===== src/rtl/keypad_entry_ctrl.sv =====
// 4x4 keypad scanner, debouncer and NUM_DIGITS-digit BCD entry sequencer.
// Define HOLD_REPEAT_EN to re-pulse key_valid while a key stays held.
module keypad_entry_ctrl #(
  parameter int SCAN_DIV       = 50000,
  parameter int DEBOUNCE_SCANS = 4,
  parameter int NUM_DIGITS     = 3,
  parameter int REPEAT_SCANS   = 64
) (
  input  logic                              clk,
  input  logic                              rst,
  output logic [3:0]                        col_out,
  input  logic [3:0]                        row_in,
  output logic [15:0]                       key_onehot,
  output logic                              key_valid,
  output logic [4*NUM_DIGITS-1:0]           digits,
  output logic [$clog2(NUM_DIGITS+1)-1:0]   digit_count,
  output logic                              entry_done,
  output logic                              overflow
);

  localparam int DW  = (SCAN_DIV > 1) ? $clog2(SCAN_DIV) : 1;
  localparam int DBW = $clog2(DEBOUNCE_SCANS + 1);
  localparam int CW  = $clog2(NUM_DIGITS + 1);
  localparam logic [DBW-1:0] DB_MAX = DBW'(DEBOUNCE_SCANS);
  localparam logic [CW-1:0]  FULL   = CW'(NUM_DIGITS);

  if (DEBOUNCE_SCANS < 1 || REPEAT_SCANS < 1) begin : g_bad_param
    $error("keypad_entry_ctrl: DEBOUNCE_SCANS and REPEAT_SCANS must be >= 1");
  end

  typedef enum logic [1:0] {IDLE, PRESS_DB, HELD, REL_DB} state_t;

  state_t          state;
  logic [DW-1:0]   div;
  logic [1:0]      col;
  logic [15:0]     raw;
  logic [15:0]     cand;
  logic [DBW-1:0]  cnt;
  logic            frame;
  logic            done_flag;
  logic            dig_hit;
  logic [3:0]      dig;

  wire last = (div == DW'(SCAN_DIV - 1));

  // raw is complete after column 3 is sampled; frame flags it next cycle
  always_ff @(posedge clk or posedge rst) begin
    if (rst) begin
      div     <= '0;
      col     <= 2'd0;
      col_out <= 4'b1110;
      raw     <= '0;
      frame   <= 1'b0;
    end else begin
      frame <= 1'b0;
      if (last) begin
        div                 <= '0;
        col                 <= col + 2'd1;
        col_out             <= ~(4'b0001 << (col + 2'd1));
        raw[{col, 2'b00}+:4] <= ~row_in;
        frame               <= (col == 2'd3);
      end else begin
        div <= div + DW'(1);
      end
    end
  end

`ifdef HOLD_REPEAT_EN
  localparam int RW = $clog2(REPEAT_SCANS + 1);
  localparam int STEP = (REPEAT_SCANS / 4 > 0) ? REPEAT_SCANS / 4 : 1;
  logic [RW-1:0] rep_cnt;
  logic          rep_arm;
  wire [RW-1:0]  rep_tgt = rep_arm ? RW'(STEP) : RW'(REPEAT_SCANS);
`endif

  always_ff @(posedge clk or posedge rst) begin
    if (rst) begin
      state      <= IDLE;
      cand       <= '0;
      cnt        <= '0;
      key_onehot <= '0;
      key_valid  <= 1'b0;
`ifdef HOLD_REPEAT_EN
      rep_cnt    <= '0;
      rep_arm    <= 1'b0;
`endif
    end else begin
      key_valid <= 1'b0;
`ifdef HOLD_REPEAT_EN
      if (state != HELD) begin
        rep_cnt <= '0;
        rep_arm <= 1'b0;
      end
`endif
      if (frame) begin
        unique case (state)
          IDLE: begin
            if ($onehot(raw)) begin
              cand <= raw;
              cnt  <= DBW'(1);
              if (DB_MAX == DBW'(1)) begin
                state      <= HELD;
                key_onehot <= raw;
                key_valid  <= 1'b1;
              end else begin
                state <= PRESS_DB;
              end
            end
          end
          PRESS_DB: begin
            if (raw == cand) begin
              cnt <= cnt + DBW'(1);
              if (cnt + DBW'(1) == DB_MAX) begin
                state      <= HELD;
                key_onehot <= cand;
                key_valid  <= 1'b1;
              end
            end else begin
              state <= IDLE;
              cnt   <= '0;
            end
          end
          HELD: begin
            if (raw == '0) begin
              cnt <= DBW'(1);
              if (DB_MAX == DBW'(1)) begin
                state      <= IDLE;
                key_onehot <= '0;
              end else begin
                state <= REL_DB;
              end
            end else begin
`ifdef HOLD_REPEAT_EN
              if (rep_cnt + RW'(1) == rep_tgt) begin
                key_valid <= 1'b1;
                rep_cnt   <= '0;
                rep_arm   <= 1'b1;
              end else begin
                rep_cnt <= rep_cnt + RW'(1);
              end
`endif
            end
          end
          REL_DB: begin
            if (raw == '0) begin
              cnt <= cnt + DBW'(1);
              if (cnt + DBW'(1) == DB_MAX) begin
                state      <= IDLE;
                cnt        <= '0;
                key_onehot <= '0;
              end
            end else begin
              state <= HELD;
            end
          end
          default: state <= IDLE;
        endcase
      end
    end
  end

  always_comb begin
    dig_hit = 1'b1;
    dig     = 4'd0;
    unique case (1'b1)
      key_onehot[3]:  dig = 4'd0;
      key_onehot[7]:  dig = 4'd1;
      key_onehot[6]:  dig = 4'd2;
      key_onehot[5]:  dig = 4'd3;
      key_onehot[11]: dig = 4'd4;
      key_onehot[10]: dig = 4'd5;
      key_onehot[9]:  dig = 4'd6;
      key_onehot[15]: dig = 4'd7;
      key_onehot[14]: dig = 4'd8;
      key_onehot[13]: dig = 4'd9;
      default:        dig_hit = 1'b0;
    endcase
  end

  // done_flag makes the first digit after ENTER start a fresh entry
  always_ff @(posedge clk or posedge rst) begin
    if (rst) begin
      digits      <= '1;
      digit_count <= '0;
      entry_done  <= 1'b0;
      overflow    <= 1'b0;
      done_flag   <= 1'b0;
    end else begin
      entry_done <= 1'b0;
      overflow   <= 1'b0;
      if (key_valid) begin
        unique case (1'b1)
          dig_hit: begin
            if (done_flag) begin
              digits      <= {{(NUM_DIGITS-1){4'hF}}, dig};
              digit_count <= CW'(1);
              done_flag   <= 1'b0;
            end else if (digit_count == FULL) begin
              overflow <= 1'b1;
            end else begin
              digits      <= {digits[4*NUM_DIGITS-5:0], dig};
              digit_count <= digit_count + CW'(1);
            end
          end
          key_onehot[0]: begin
            digits      <= '1;
            digit_count <= '0;
            done_flag   <= 1'b0;
          end
          key_onehot[1]: begin
            if (digit_count != '0) begin
              digits      <= {4'hF, digits[4*NUM_DIGITS-1:4]};
              digit_count <= digit_count - CW'(1);
            end
          end
          key_onehot[2]: begin
            entry_done <= 1'b1;
            done_flag  <= 1'b1;
          end
          default: ;
        endcase
      end
    end
  end

endmodule


===== config.mk =====
export PLATFORM = sky130hd
export DESIGN_NAME = keypad_entry_ctrl
export DESIGN_NICKNAME = d
export VERILOG_FILES = /design/src/rtl/keypad_entry_ctrl.sv
export SDC_FILE = /design/constraint.sdc
export NUM_CORES = 1
export LEC_CHECK = 0
export ABC_AREA = 1
export CORE_MARGIN = 4
export CORE_UTILIZATION = 58
export DETAILED_ROUTE_END_ITERATION = 16
export GPL_ROUTABILITY_DRIVEN = 0
export GPL_TIMING_DRIVEN = 0
export PLACE_DENSITY = 0.86
export REMOVE_ABC_BUFFERS = 1
export SETUP_SLACK_MARGIN = 0.05
export SLEW_MARGIN = 20
export SYNTH_ARGS = -nofsm -noshare
export SYNTH_HDL_FRONTEND = slang
export SYNTH_SLANG_ARGS = --single-unit

===== constraint.sdc =====
create_clock -name clk -period 5.6 [get_ports clk]
set_input_delay 1.4 -clock clk [delete_from_list [all_inputs] [get_ports clk]]
set_output_delay 1.4 -clock clk [all_outputs]
set_load 0.01 [all_outputs]

==> flow_summary.json, run 1 <==
{
  "synth_cell_types": 38,
  "core_area_sq_mm": 0.008721,
  "reg2reg_from": "raw[5]$_DFFE_PP0P_",
  "ir_worst_vdd_v": 0.0001296,
  "grt-ovfl-total": 0,
  "port_buffers": 42,
  "final_cell_mix": "nand2_1, nor2_1, inv_1",
  "skew_ps": 9.042,
  "drt_pass1_iterations": 5,
  "cp_data_required_time_ps": 5850,
  "grt_pass1_vias": 4294,
  "diodes": 0,
  "synth_edf_count": 0,
  "drc": 0,
  "drv_cap": 0,
  "clock-root-buffer": "clkbuf_8",
  "h-tree-depth": 3,
  "numCtsBuffers": 9,
  "worstSetupStartpointType": "flip-flop",
  "first_iter_violations": 237,
  "power_density_mw_per_mm2": 203.6,
  "wl_per_cell_um": 13.82,
  "place_hpwl_um": 8363,
  "place_area_sq_mm": 0.005672,
  "ys.flop_type": "dfrtp_1",
  "cts.repair.resized": 0,
  "fp.dieW_um": 102.5,
  "grtUsageMet3": 0.03857,
  "synthCells": 650,
  "yosysWarnings": 0,
  "start_util": 0.5941,
  "p_total_mw": 1.203,
  "cts_tree": "yes",
  "worst_pin_slew_ps": 656.6,
  "period_minus_slack_ps": 4788,
  "worstHoldEndpoint": "div[0]$_DFF_PP0_",
  "endpoint_kind": "flip-flop",
  "timing.setup.tns_ps": 0,
  "reg2reg_to": "cand[5]$_DFFE_PP0P_",
  "nets": 724,
  "ff2ff_path_depth": 17,
  "ys_seq_area_frac": 0.4576,
  "antenna_found_initial": 0,
  "r2r_slack_ps": 810,
  "cts.sinks": 94,
  "holdCritPathClass": "reg -> reg",
  "fillers": 671,
  "synth.avg_cell_area_sq_um": 7.971,
  "rows": 34,
  "postCtsSetupBuffers": 0,
  "ys_ff_latch": 94,
  "grtUsageMet2": 0.3947,
  "fin_crit_sh": 0.8549,
  "ant_nets": 0,
  "critical_path_peak_fanout": 20,
  "yosys-top-cells-area": "dfrtp_1, nand2_1, dfstp_2, nor2_1, inv_1",
  "min_path_cells": 1,
  "yosys.area.top_type": "dfrtp_1",
  "syn_to_final_growth_pct": 14.01,
  "status": "complete, no violations",
  "top_usage_layer": "met2",
  "vias": 4290,
  "fin_area_sq_mm": 0.005907,
  "grt_max_degree": 52,
  "hold_start": "div[0]$_DFF_PP0_",
  "power.leakage_nw": 2.845,
  "yosysTopAreaCellShare": 0.3816,
  "layout_commonest_cell": "nand2_1",
  "fmax_mhz": 208.9,
  "clkSlewWorstSetupHoldPaths_ps": 90,
  "holdBufCountCts": 0,
  "routed_wirelength_um": 11120,
  "crit_type": "reg -> reg",
  "rsz0062_at_grt": "no",
  "clk_latency_ps": 360,
  "fin_hold_ws_ps": 476.2,
  "grt_usage": 0.2284,
  "cp_data_arrival_time_ps": 5040,
  "setup_violations": 0,
  "grt_pass1_wl_um": 19080,
  "dieArea_sq_mm": 0.01051,
  "post-route-util": 0.6773,
  "hold_viol": 0,
  "cts_max_path_buffers": 2,
  "drive_gt1_frac": 0.09483,
  "io_pins": 43,
  "met1_usage": 0.2888,
  "die_y_um": 102.5,
  "synth-async-reset-ratio": 1.000,
  "synth_area_sq_mm": 0.005181,
  "slew_headroom": 0.5608,
  "slew_violations": 0,
  "vias_per_cell": 5.336
}
critical path: stages (launching register included):
cell and delay (ps):
dfrtp_1 390, inv_1 100, fa_1 540, inv_1 70, fa_1 480, fa_1 520
inv_1 50, fa_1 480, inv_1 50, ha_1 210, fa_1 480, nor2_1 160
nand3b_1 90, nor2_1 130, nand4_1 430, buf_6 340, nand2_1 70, o21ai_0 80
cell families after synthesis:
group	count (synthesis)	share of synthesized area
DFF	94	0.4576
muxes	1	0.001932
AOI/OAI and AO/OA	71	0.07752
xor gates and xnor gates	7	0.01183
and+or+nand+nor	341	0.2842
adders and majority gates	27	0.07969
buffers and inverters	109	0.08717
how the worst max path moves through the flow:
stage | cells past startpoint | from | slack [ps] | endpoint
global route | 17 | raw[5]$_DFFE_PP0P_ | 570 | cand[5]$_DFFE_PP0P_
CTS | 15 | raw[5]$_DFFE_PP0P_ | 400 | cand[12]$_DFFE_PP0P_
floorplan | 15 | raw[5]$_DFFE_PP0P_ | 1160 | cand[0]$_DFFE_PP0P_
finish | 17 | raw[5]$_DFFE_PP0P_ | 810 | cand[5]$_DFFE_PP0P_
detailed placement | 15 | raw[5]$_DFFE_PP0P_ | 440 | cand[12]$_DFFE_PP0P_
global placement | 2 | rst | 450 | div[9]$_DFF_PP0_
synth_stat cells, types with 7 or more instances:
| cell type | n |
|---|---|
| dfstp_2 | 15 |
| inv_1 | 84 |
| ha_1 | 17 |
| xor2_1 | 7 |
| nand2_1 | 176 |
| o21ai_0 | 37 |
| dfrtp_1 | 79 |
| nor2_1 | 87 |
| inv_2 | 10 |
| nand3_1 | 36 |
| a21oi_1 | 8 |
| fa_1 | 10 |
| nand4_1 | 13 |
| o21ai_1 | 8 |
stage by stage:
step / cells / worst slack (ps)
floorplan: 636 / 1163
CTS: 803 / 400.2
finish: 804 / 812.4
global placement: 786 / 451.3
detailed placement: 787 / 440.2
global route: 804 / 566.3
registers in the layout, indices dropped and copies added (netlist names), 2 cells and up:
signal and flops:
key_onehot 16, digits 12, col_out 4, cnt 3
raw 16, digit_count 2, state 2, cand 16
div 16, col 2
layout make-up:
| type | instances | area [sq um] | share of cell area |
|---|---|---|---|
| well taps | 108 | 135.1 | 0.02288 |
| inverters | 95 | 359.1 | 0.06079 |
| clock buffers | 11 | 141.4 | 0.02394 |
| multi-input cells | 447 | 2359 | 0.3993 |
| repair buffers | 44 | 459.2 | 0.07774 |
| flip-flops and latches | 94 | 2371 | 0.4014 |
| clock inverters | 5 | 82.58 | 0.01398 |
where the power goes:
part	leakage [nW]	internal (mW)	switching (mW)	total [mW]
Sequential	1.16	0.679	0	0.679
Clock	0.113	0.265	0.238	0.503
Combinational	1.57	0.00579	0.0153	0.0211
Total	2.84	0.949	0.253	1.20
layer usage:
metal  up-vias  part of all wire
li1       2122                 -
met1      2011              0.43
met2       132              0.49
met3        25             0.053
met4         0             0.025
met5         -                 0
No activity file was read; power rests on OpenSTA's default activity.
==> run 2, diff against run 1 <==
--- a/config.mk
+++ b/config.mk
@@ -6,13 +6,13 @@
 export NUM_CORES = 1
 export LEC_CHECK = 0
 export ABC_AREA = 1
+export CORE_ASPECT_RATIO = 1.5
 export CORE_MARGIN = 4
 export CORE_UTILIZATION = 58
 export DETAILED_ROUTE_END_ITERATION = 16
 export GPL_ROUTABILITY_DRIVEN = 0
 export GPL_TIMING_DRIVEN = 0
 export PLACE_DENSITY = 0.86
-export REMOVE_ABC_BUFFERS = 1
 export SETUP_SLACK_MARGIN = 0.05
 export SLEW_MARGIN = 20
 export SYNTH_ARGS = -nofsm -noshare
==> flow_summary.json, run 2 (same netlist as run 1, synthesis figures left out) <==
{
  "fin_area_sq_mm": 0.006068,
  "layout_commonest_cell": "nand2_1",
  "multi_input_area_sq_mm": 0.002359,
  "r2r_slack_ps": 960,
  "endpoint_kind": "flip-flop",
  "slew_headroom": 0.6496,
  "skew_ps": 4.841,
  "clock-root-buffer": "clkbuf_16",
  "sw_frac_of_total": 0.2051,
  "cts_max_path_buffers": 2,
  "slew_violations": 0,
  "routed_wirelength_um": 12230,
  "place_area_sq_mm": 0.005769,
  "nets": 737,
  "combPwrFrac": 0.016,
  "grt-ovfl-total": 0,
  "syn_to_final_growth_pct": 17.12,
  "grt_usage": 0.2488,
  "h-tree-depth": 3,
  "diodes": 0,
  "vias": 4487,
  "p_switching_mw": 0.2679,
  "timing.setup.tns_ps": 0,
  "ir_worst_vdd_v": 0.0002922,
  "period_minus_slack_ps": 4644,
  "drt_pass1_iterations": 5,
  "cts.repair.resized": 0,
  "io_pins": 43,
  "clkSlewWorstSetupHoldPaths_ps": 60,
  "start_util": 0.5904,
  "grt_max_degree": 55,
  "syn-num-nets": 683,
  "postCtsSetupBuffers": 0,
  "holdBufCountCts": 0,
  "wl_per_cell_um": 14.93,
  "clock_power_share": 0.464,
  "rsz0062_at_grt": "no",
  "core_area_sq_mm": 0.008776,
  "worstSetupStartpointType": "flip-flop",
  "die_y_um": 123.8,
  "cp_data_arrival_time_ps": 4850,
  "power.leakage_nw": 2.920,
  "ant_nets": 0,
  "worst_pin_slew_ps": 525.6,
  "dieArea_sq_mm": 0.01054,
  "vias_per_cell": 5.479,
  "grt_pass1_vias": 4540,
  "fin_crit_sh": 0.8293,
  "first_iter_violations": 350,
  "setup_violations": 0,
  "rows": 42,
  "holdCritPathClass": "reg -> reg",
  "hold_viol": 0,
  "critical_path_peak_fanout": 10,
  "grt_pass1_wl_um": 20530,
  "crit_type": "reg -> reg",
  "final_cell_mix": "nand2_1, nor2_1, inv_1",
  "fmax_mhz": 215.3,
  "place_hpwl_um": 9163,
  "antenna_found_initial": 0,
  "cp_data_required_time_ps": 5810,
  "fillers": 646,
  "drc": 0,
  "cts_tree": "yes",
  "drive_gt1_frac": 0.1016,
  "clk_latency_ps": 340,
  "cts.sinks": 94,
  "status": "complete, no violations",
  "power_density_mw_per_mm2": 215.2,
  "fp.dieW_um": 85.17,
  "drv_cap": 0,
  "numCtsBuffers": 9,
  "port_buffers": 42,
  "seq_area_sq_mm": 0.002371,
  "seqPwrFrac": 0.520,
  "p_int_mw": 1.038
}
## run 2: final timing paths
| check | start | end | cells after the start |
|---|---|---|---|
| max | raw[5]$_DFFE_PP0P_ | cand[9]$_DFFE_PP0P_ | 17 |
| min | div[0]$_DFF_PP0_ | div[0]$_DFF_PP0_ | 1 |
| max reg2reg | raw[5]$_DFFE_PP0P_ | cand[9]$_DFFE_PP0P_ | 17 |
| min reg2reg | div[0]$_DFF_PP0_ | div[0]$_DFF_PP0_ | 1 |
| max in group asynchronous | rst | key_onehot[14]$_DFFE_PP0P_ | 3 |
| min in group asynchronous | rst | cand[1]$_DFFE_PP0P_ | 2 |
## run 2: metal layers
| metal | global-route usage | wire length, um | vias to the layer above |
|---|---|---|---|
| li1 | - | - | 2152 |
| met1 | 0.2602 | 4460 | 2116 |
| met2 | 0.4596 | 6516 | 171 |
| met3 | 0.04831 | 648 | 48 |
| met4 | 0.1426 | 601 | 0 |
| met5 | 0 | 0 | - |
## run 2: per-stage QoR
stage	hold slack (ps)	cells	utilization	power (mW)	setup slack [ps]
after global routing	487.6	819	0.6915	1.341	770.7
after CTS	463.3	819	0.6915	1.313	987.0
after floorplan	432.9	650	-	0.7027	1571
after global placement	446.7	802	0.6540	0.7106	452.3
final	463.8	819	0.6915	1.306	955.7
after detailed placement	455.3	803	0.6574	0.7137	1062
## run 2: area by class of cell
type | count | area share
Buffer | 14 | 0.01567
Clock buffer | 14 | 0.04701
Clock inverter | 2 | 0.002268
Inverter | 95 | 0.05918
Multi-Input combinational cell | 447 | 0.3887
Sequential cell | 94 | 0.3907
Tap cell | 110 | 0.02268
Timing Repair Buffer | 43 | 0.07381
## run 2: power groups by stage
| stage | clock network [mW] | logic [mW] | registers [mW] |
|---|---|---|---|
| floorplan | 0 | 0.0109 | 0.692 |
| global placement | 0 | 0.0188 | 0.692 |
| detailed placement | 0 | 0.0220 | 0.692 |
| CTS | 0.612 | 0.0220 | 0.680 |
| global route | 0.637 | 0.0245 | 0.679 |
| finish | 0.605 | 0.0211 | 0.680 |
## run 2: worst max-delay path, cell delays in order (launching register included)
cell and delay [ps]:
dfrtp_1 380, inv_1 100, fa_1 530, inv_1 50
fa_1 460, fa_1 520, inv_1 50, fa_1 480
inv_1 50, ha_1 200, fa_1 450, nor2_1 140
nand3b_1 100, nor2_1 220, nand4_1 230, clkbuf_1 310
nand2_1 130, o21ai_0 90
==> run 3, diff against run 2 <==
--- a/config.mk
+++ b/config.mk
@@ -8,11 +8,11 @@
 export ABC_AREA = 1
 export CORE_ASPECT_RATIO = 1.5
 export CORE_MARGIN = 4
-export CORE_UTILIZATION = 58
+export CORE_UTILIZATION = 53
 export DETAILED_ROUTE_END_ITERATION = 16
 export GPL_ROUTABILITY_DRIVEN = 0
 export GPL_TIMING_DRIVEN = 0
-export PLACE_DENSITY = 0.86
+export PLACE_DENSITY = 0.83
 export SETUP_SLACK_MARGIN = 0.05
 export SLEW_MARGIN = 20
 export SYNTH_ARGS = -nofsm -noshare
==> constraint.sdc (replaced) <==
create_clock -name clk -period 4.1 [get_ports clk]
set_input_delay 1.025 -clock clk [delete_from_list [all_inputs] [get_ports clk]]
set_output_delay 1.025 -clock clk [all_outputs]
set_load 0.01 [all_outputs]
==> flow_summary.json, run 3 (same netlist as run 1, synthesis figures left out) <==
{
  "io_pins": 43,
  "vias_per_cell": 5.709,
  "post-route-util": 0.7063,
  "seqPwrFrac": 0.498,
  "routed_wirelength_um": 14330,
  "drive_gt1_frac": 0.2255,
  "fp.dieW_um": 88.73,
  "syn-num-nets": 683,
  "crit_type": "reg -> reg",
  "worst_pin_slew_ps": 503.1,
  "port_buffers": 42,
  "die_y_um": 129.1,
  "setup_ws_ps": -211.2,
  "cts_tree": "yes",
  "hold_viol": 0,
  "instances_no_fill": 857,
  "clk_latency_ps": 350,
  "power.leakage_nw": 3.180,
  "layout_commonest_cell": "nand2_1",
  "p_switching_mw": 0.3917,
  "vias": 4893,
  "drv_cap": 0,
  "cpPeakStageDelay_ps": 560,
  "clock-root-buffer": "clkbuf_16",
  "slew_headroom": 0.6634,
  "numCtsBuffers": 9,
  "slew_violations": 0,
  "place_hpwl_um": 8716,
  "grt_pass1_vias": 4718,
  "clkSlewWorstSetupHoldPaths_ps": 70,
  "combPwrFrac": 0.016,
  "p_total_mw": 1.863,
  "place_inst": 805,
  "violations": "setup timing",
  "ant_nets": 0,
  "fmax_mhz": 232.0,
  "dieArea_sq_mm": 0.01145,
  "cts.sinks": 94,
  "sw_frac_of_total": 0.2103,
  "holdCritPathClass": "reg -> reg",
  "syn_to_final_growth_pct": 28.35,
  "grt_pass1_wl_um": 22000,
  "final_cell_mix": "nand2_1, nor2_1, inv_1",
  "timing.setup.tns_ps": -3533,
  "power_density_mw_per_mm2": 280.1,
  "rows": 43,
  "crit_top_cell": "fa_1",
  "endpoint_kind": "flip-flop",
  "cts_max_path_buffers": 2,
  "drc": 0,
  "p_int_mw": 1.471,
  "worstSetupStartpointType": "flip-flop",
  "wl_per_cell_um": 16.72,
  "core_area_sq_mm": 0.009415,
  "place_area_sq_mm": 0.005774,
  "worst_path_max_delay_cell": "fa_1",
  "fin_crit_sh": 1.052,
  "cp_num_buf_inv": 6,
  "skew_ps": 9.392,
  "critical_path_peak_fanout": 6,
  "nets": 773,
  "status": "finished, violations left",
  "cpLargestDelayFamily": "adder cells",
  "grt_usage": 0.2473,
  "ir_worst_vdd_v": 0.0003509,
  "fin_hold_ws_ps": 465.2,
  "cp_data_required_time_ps": 4340,
  "drt_pass1_iterations": 5,
  "diodes": 0,
  "grt-ovfl-total": 0,
  "crit_chain": "inv_2 -> fa_1 -> inv_2 -> fa_1 -> fa_1 -> inv_1 -> fa_1 -> inv_2 -> ha_4 -> fa_1 -> nor2_1 -> nand3b_1 -> nor2_2 -> nand4_1 -> buf_6 -> clkbuf_16 -> nand2_2 -> o21ai_2",
  "fin_area_sq_mm": 0.006650,
  "place_ws_ps": -384.8,
  "h-tree-depth": 3,
  "grt_max_degree": 55,
  "setup_violations": 21,
  "antenna_found_initial": 0,
  "period_minus_slack_ps": 4311,
  "cp_data_arrival_time_ps": 4550,
  "first_iter_violations": 416,
  "start_util": 0.5503,
  "clock_power_share": 0.486,
  "rsz0062_at_grt": "yes"
}
[run 3: metal layers]
metal / wire, um / GRT usage
met5: 0 / 0
met4: 976 / 0.1646
met3: 1020 / 0.04008
met2: 7265 / 0.4195
met1: 5065 / 0.2804
[run 3: final timing paths]
kind | from | to | slack (ps) | depth (start not counted)
max | raw[9]$_DFFE_PP0P_ | cand[12]$_DFFE_PP0P_ | -210 | 18
min in group asynchronous | rst | key_onehot[1]$_DFFE_PP0P_ | 1060 | 2
max in group asynchronous | rst | col_out[3]$_DFFE_PP1N_ | 2410 | 3
min | div[0]$_DFF_PP0_ | div[0]$_DFF_PP0_ | 470 | 1
max reg2reg | raw[9]$_DFFE_PP0P_ | cand[12]$_DFFE_PP0P_ | -210 | 18
min reg2reg | div[0]$_DFF_PP0_ | div[0]$_DFF_PP0_ | 470 | 1
[run 3: what timing repair did]
action | in CTS | in global routing
pin swaps | 13 | 15
endpoints found under the setup margin | 21 | 38
hold buffers | 0 | 0
gates cloned | 2 | 1
setup buffers | 32 | 6
endpoints found under the hold margin | 0 | 0
gates resized for setup | 53 | 49
[run 3: area by class of cell]
type / instances / area [sq um]
clock inverters: 7 / 96.34
multi-input cells: 447 / 2562
flip-flops and latches: 94 / 2374
clock buffers: 9 / 225.2
well taps: 112 / 140.1
repair buffers: 79 / 748.2
plain buffers: 14 / 142.6
inverters: 95 / 361.6
fillers: 666 / 2765
[run 3: power groups by stage]
stage	clock network [mW]	registers, mW	logic (mW)
after floorplan	0	0.945	0.0149
after global placement	0	0.945	0.0258
after detailed placement	0	0.945	0.0303
after CTS	0.909	0.928	0.0304
after global routing	0.953	0.927	0.0334
final	0.906	0.928	0.0290
==> patch, RTL diff (config.mk and constraints of run 2) <==
Register the input `row_in` before use. The logic sees it one clock later.
--- a/src/rtl/keypad_entry_ctrl.sv
+++ b/src/rtl/keypad_entry_ctrl.sv
@@ -24,6 +24,12 @@
   localparam logic [DBW-1:0] DB_MAX = DBW'(DEBOUNCE_SCANS);
   localparam logic [CW-1:0]  FULL   = CW'(NUM_DIGITS);
 
+  logic [3:0] row_q;
+
+  always_ff @(posedge clk) begin
+    row_q <= row_in;
+  end
+
   if (DEBOUNCE_SCANS < 1 || REPEAT_SCANS < 1) begin : g_bad_param
     $error("keypad_entry_ctrl: DEBOUNCE_SCANS and REPEAT_SCANS must be >= 1");
   end
@@ -57,7 +63,7 @@
         div                 <= '0;
         col                 <= col + 2'd1;
         col_out             <= ~(4'b0001 << (col + 2'd1));
-        raw[{col, 2'b00}+:4] <= ~row_in;
+        raw[{col, 2'b00}+:4] <= ~row_q;
         frame               <= (col == 2'd3);
       end else begin
         div <= div + DW'(1);
Behaviour: same outputs for any inputs over 10 cycles, from zero or initial values and one cycle with rst high; that may be too few to reach the edited logic, so the function may still have changed.
==> patch against run 2 <==
  * Non-clock buffer count shrank 2
  * Setup slack gained 0.074 ns
  * Largest power group unchanged
  * Routed wire length shrank 1.6%
  * Power grew 4.6%
  * Maximum frequency grew 1.6%
  * Area after synthesis grew 0.72%
  * Sequential share of layout area grew 1.0 points
  * Sequential cell count grew 4
  * Global-route usage grew 0.16 points
  * Final area grew 0.76%
==> patch: results (changes against run 2) <==
| Metric | Value |
|---|---|
| Status | finished, final reports clean (unchanged) |
| Port bufs | 42 (unchanged) |
| Metal3 WL | 505 um (was 648 um) |
| Initial antenna violation count | 0 (unchanged) |
| Top layer in use | met4 (unchanged) |
| WL/cell | 14.6 um (was 14.9 um) |
| Clock Latency Late Sink | about 0.35 ns |
| Hold Crit Class | register to register (unchanged) |
| # Post-CTS Setup Buffers | 0 (unchanged) |
| Final Skew | 0.00946 ns (was 0.00484 ns) |
| Place WS | 1.08 ns (was 1.06 ns) |
| Resized cells post-CTS | 0 (unchanged) |
| N_diodes | 0 (unchanged) |
| CTS Buffer Depth | 2 (unchanged) |
| Crit-path most repeated cell | fa_1 (unchanged) |
| Vias in the first global route | 4586 (was 4540) |
| DIE AREA | 0.0106 mm2 (was 0.0105 mm2) |
| Met2 Routed Length | 6530 um (was 6520 um) |
| Post-synth top flop | dfrtp_1 (unchanged) |
| Static Leak | 3.00 nW (was 2.92 nW) |
| Clk root buf | clkbuf_16 (unchanged) |
| Placed Area | 0.00581 mm2 (was 0.00577 mm2) |
| DR pass1 iterations | 5 (unchanged) |
| Yosys cell types | 41 (was 38) |
| Tot GR Track Use | 25.0% (was 24.9%) |
| FFs w/ async S/R, synth | 95.9% (was 100%) |
| NumNets Final | 741 (was 737) |
| Slew @ Worst Pin | 0.496 ns (was 0.526 ns) |
| Max VDD drop | 187 uV (was 292 uV) |
| M1 WL | 4350 um (was 4460 um) |
| Routed vias | 4481 (was 4487) |
| Synthesized Nets | 687 (was 683) |
| Crit path largest cell delay | 0.55 ns (was 0.53 ns) |
| Drt first-iter violations | 366 (was 350) |
| Dpl hpwl | 9150 um (was 9160 um) |
| Commonest cells in the netlist | nand2_1, nor2_1, inv_1 (unchanged) |
| CTS tree | yes (unchanged) |
| Yosys Warn Count | 0 (unchanged) |
| First-pass GRT wire length | 20800 um (was 20500 um) |
| Largest net degree at the start of global routing | 62 (was 55) |
| Fraction of layout cells with a size suffix above 1 | 8.98% (was 10.2%) |
| Synth area leaders | dfrtp_1, nand2_1, dfstp_2, nor2_1, inv_1 (unchanged) |
| Sequential share of the synthesized area | 47.0% (was 45.8%) |
| CTS buffer count | 9 (unchanged) |
| Worst endpoint data arrival time | 4.78 ns (was 4.85 ns) |
| CP Max Fanout | 10 (unchanged) |
| Clock-pin slew on the worst setup and hold paths | 0.07 ns |
| Slowest CP cell | fa_1 (unchanged) |
| CTS HTree Levels | 3 (unchanged) |
## patch: critical path: cells and delay by family, from the launching register on
family                   cells  cell delay, ns
adder cells (fa/ha/maj)      6            2.68
AND/OR/NAND/NOR              4            0.63
buffers and inverters        5            0.53
AO/OA/AOI/OAI                2            0.18
flip-flops                   1            0.41
## patch: cell type report
type | count | area (um2)
timing repair buffer | 43 | 448
clock buffer | 12 | 258
inverter | 90 | 340
multi-input combinational | 454 | 2360
buffer | 12 | 66.3
clock inverter | 4 | 50.0
tap | 110 | 138
sequential | 98 | 2450
fill | 700 | 2710
## patch: per-stage QoR
step | cells | power, W | utilization [%]
detailed placement | 807 | 0.000744 | 65.8
global route | 823 | 0.00141 | 69.3
floorplan | 654 | 0.000734 | -
global placement | 806 | 0.000741 | 65.4
finish | 823 | 0.00137 | 69.3
CTS | 823 | 0.00137 | 69.3
## patch: path summary, 6_finish.rpt
path | from | end | slack (ns) | cells after the start
setup / recovery | raw[11] | cand[2] | 1.03 | 17
min in group asynchronous | rst | key_onehot[1] | 1.42 | 2
hold / removal | div[0] | div[0] | 0.46 | 1
max in group asynchronous | rst | div[13] | 3.52 | 3
hold reg to reg | div[0] | div[0] | 0.46 | 1
setup reg to reg | raw[11] | cand[2] | 1.03 | 17
## patch: kinds of logic (layout without fill, tap and decap cells)
family,Yosys count,in the layout,share of synthesized area (%)
AO/OA/AOI/OAI,76,76,7.62
multiplexers,1,1,0.192
AND/OR/NAND/NOR,342,342,28.2
buffers and inverters,102,161,7.74
flip-flops,98,98,47.0
XOR/XNOR,8,8,1.34
adder cells (fa/ha/maj),27,27,7.91
## patch: metal layers
| layer | vias up | GRT usage, % |
|---|---|---|
| li1 | 2157 | - |
| met1 | 2130 | 25.5 |
| met2 | 144 | 47.0 |
| met3 | 50 | 4.37 |
| met4 | 0 | 15.1 |
| met5 | - | 0 |
## patch: power breakdown
group | switching [W] | total, W | internal (W)
Combinational | 0.0000140 | 0.0000195 | 0.00000555
Clock | 0.000263 | 0.000636 | 0.000373
Sequential | 0.00000162 | 0.000711 | 0.000709
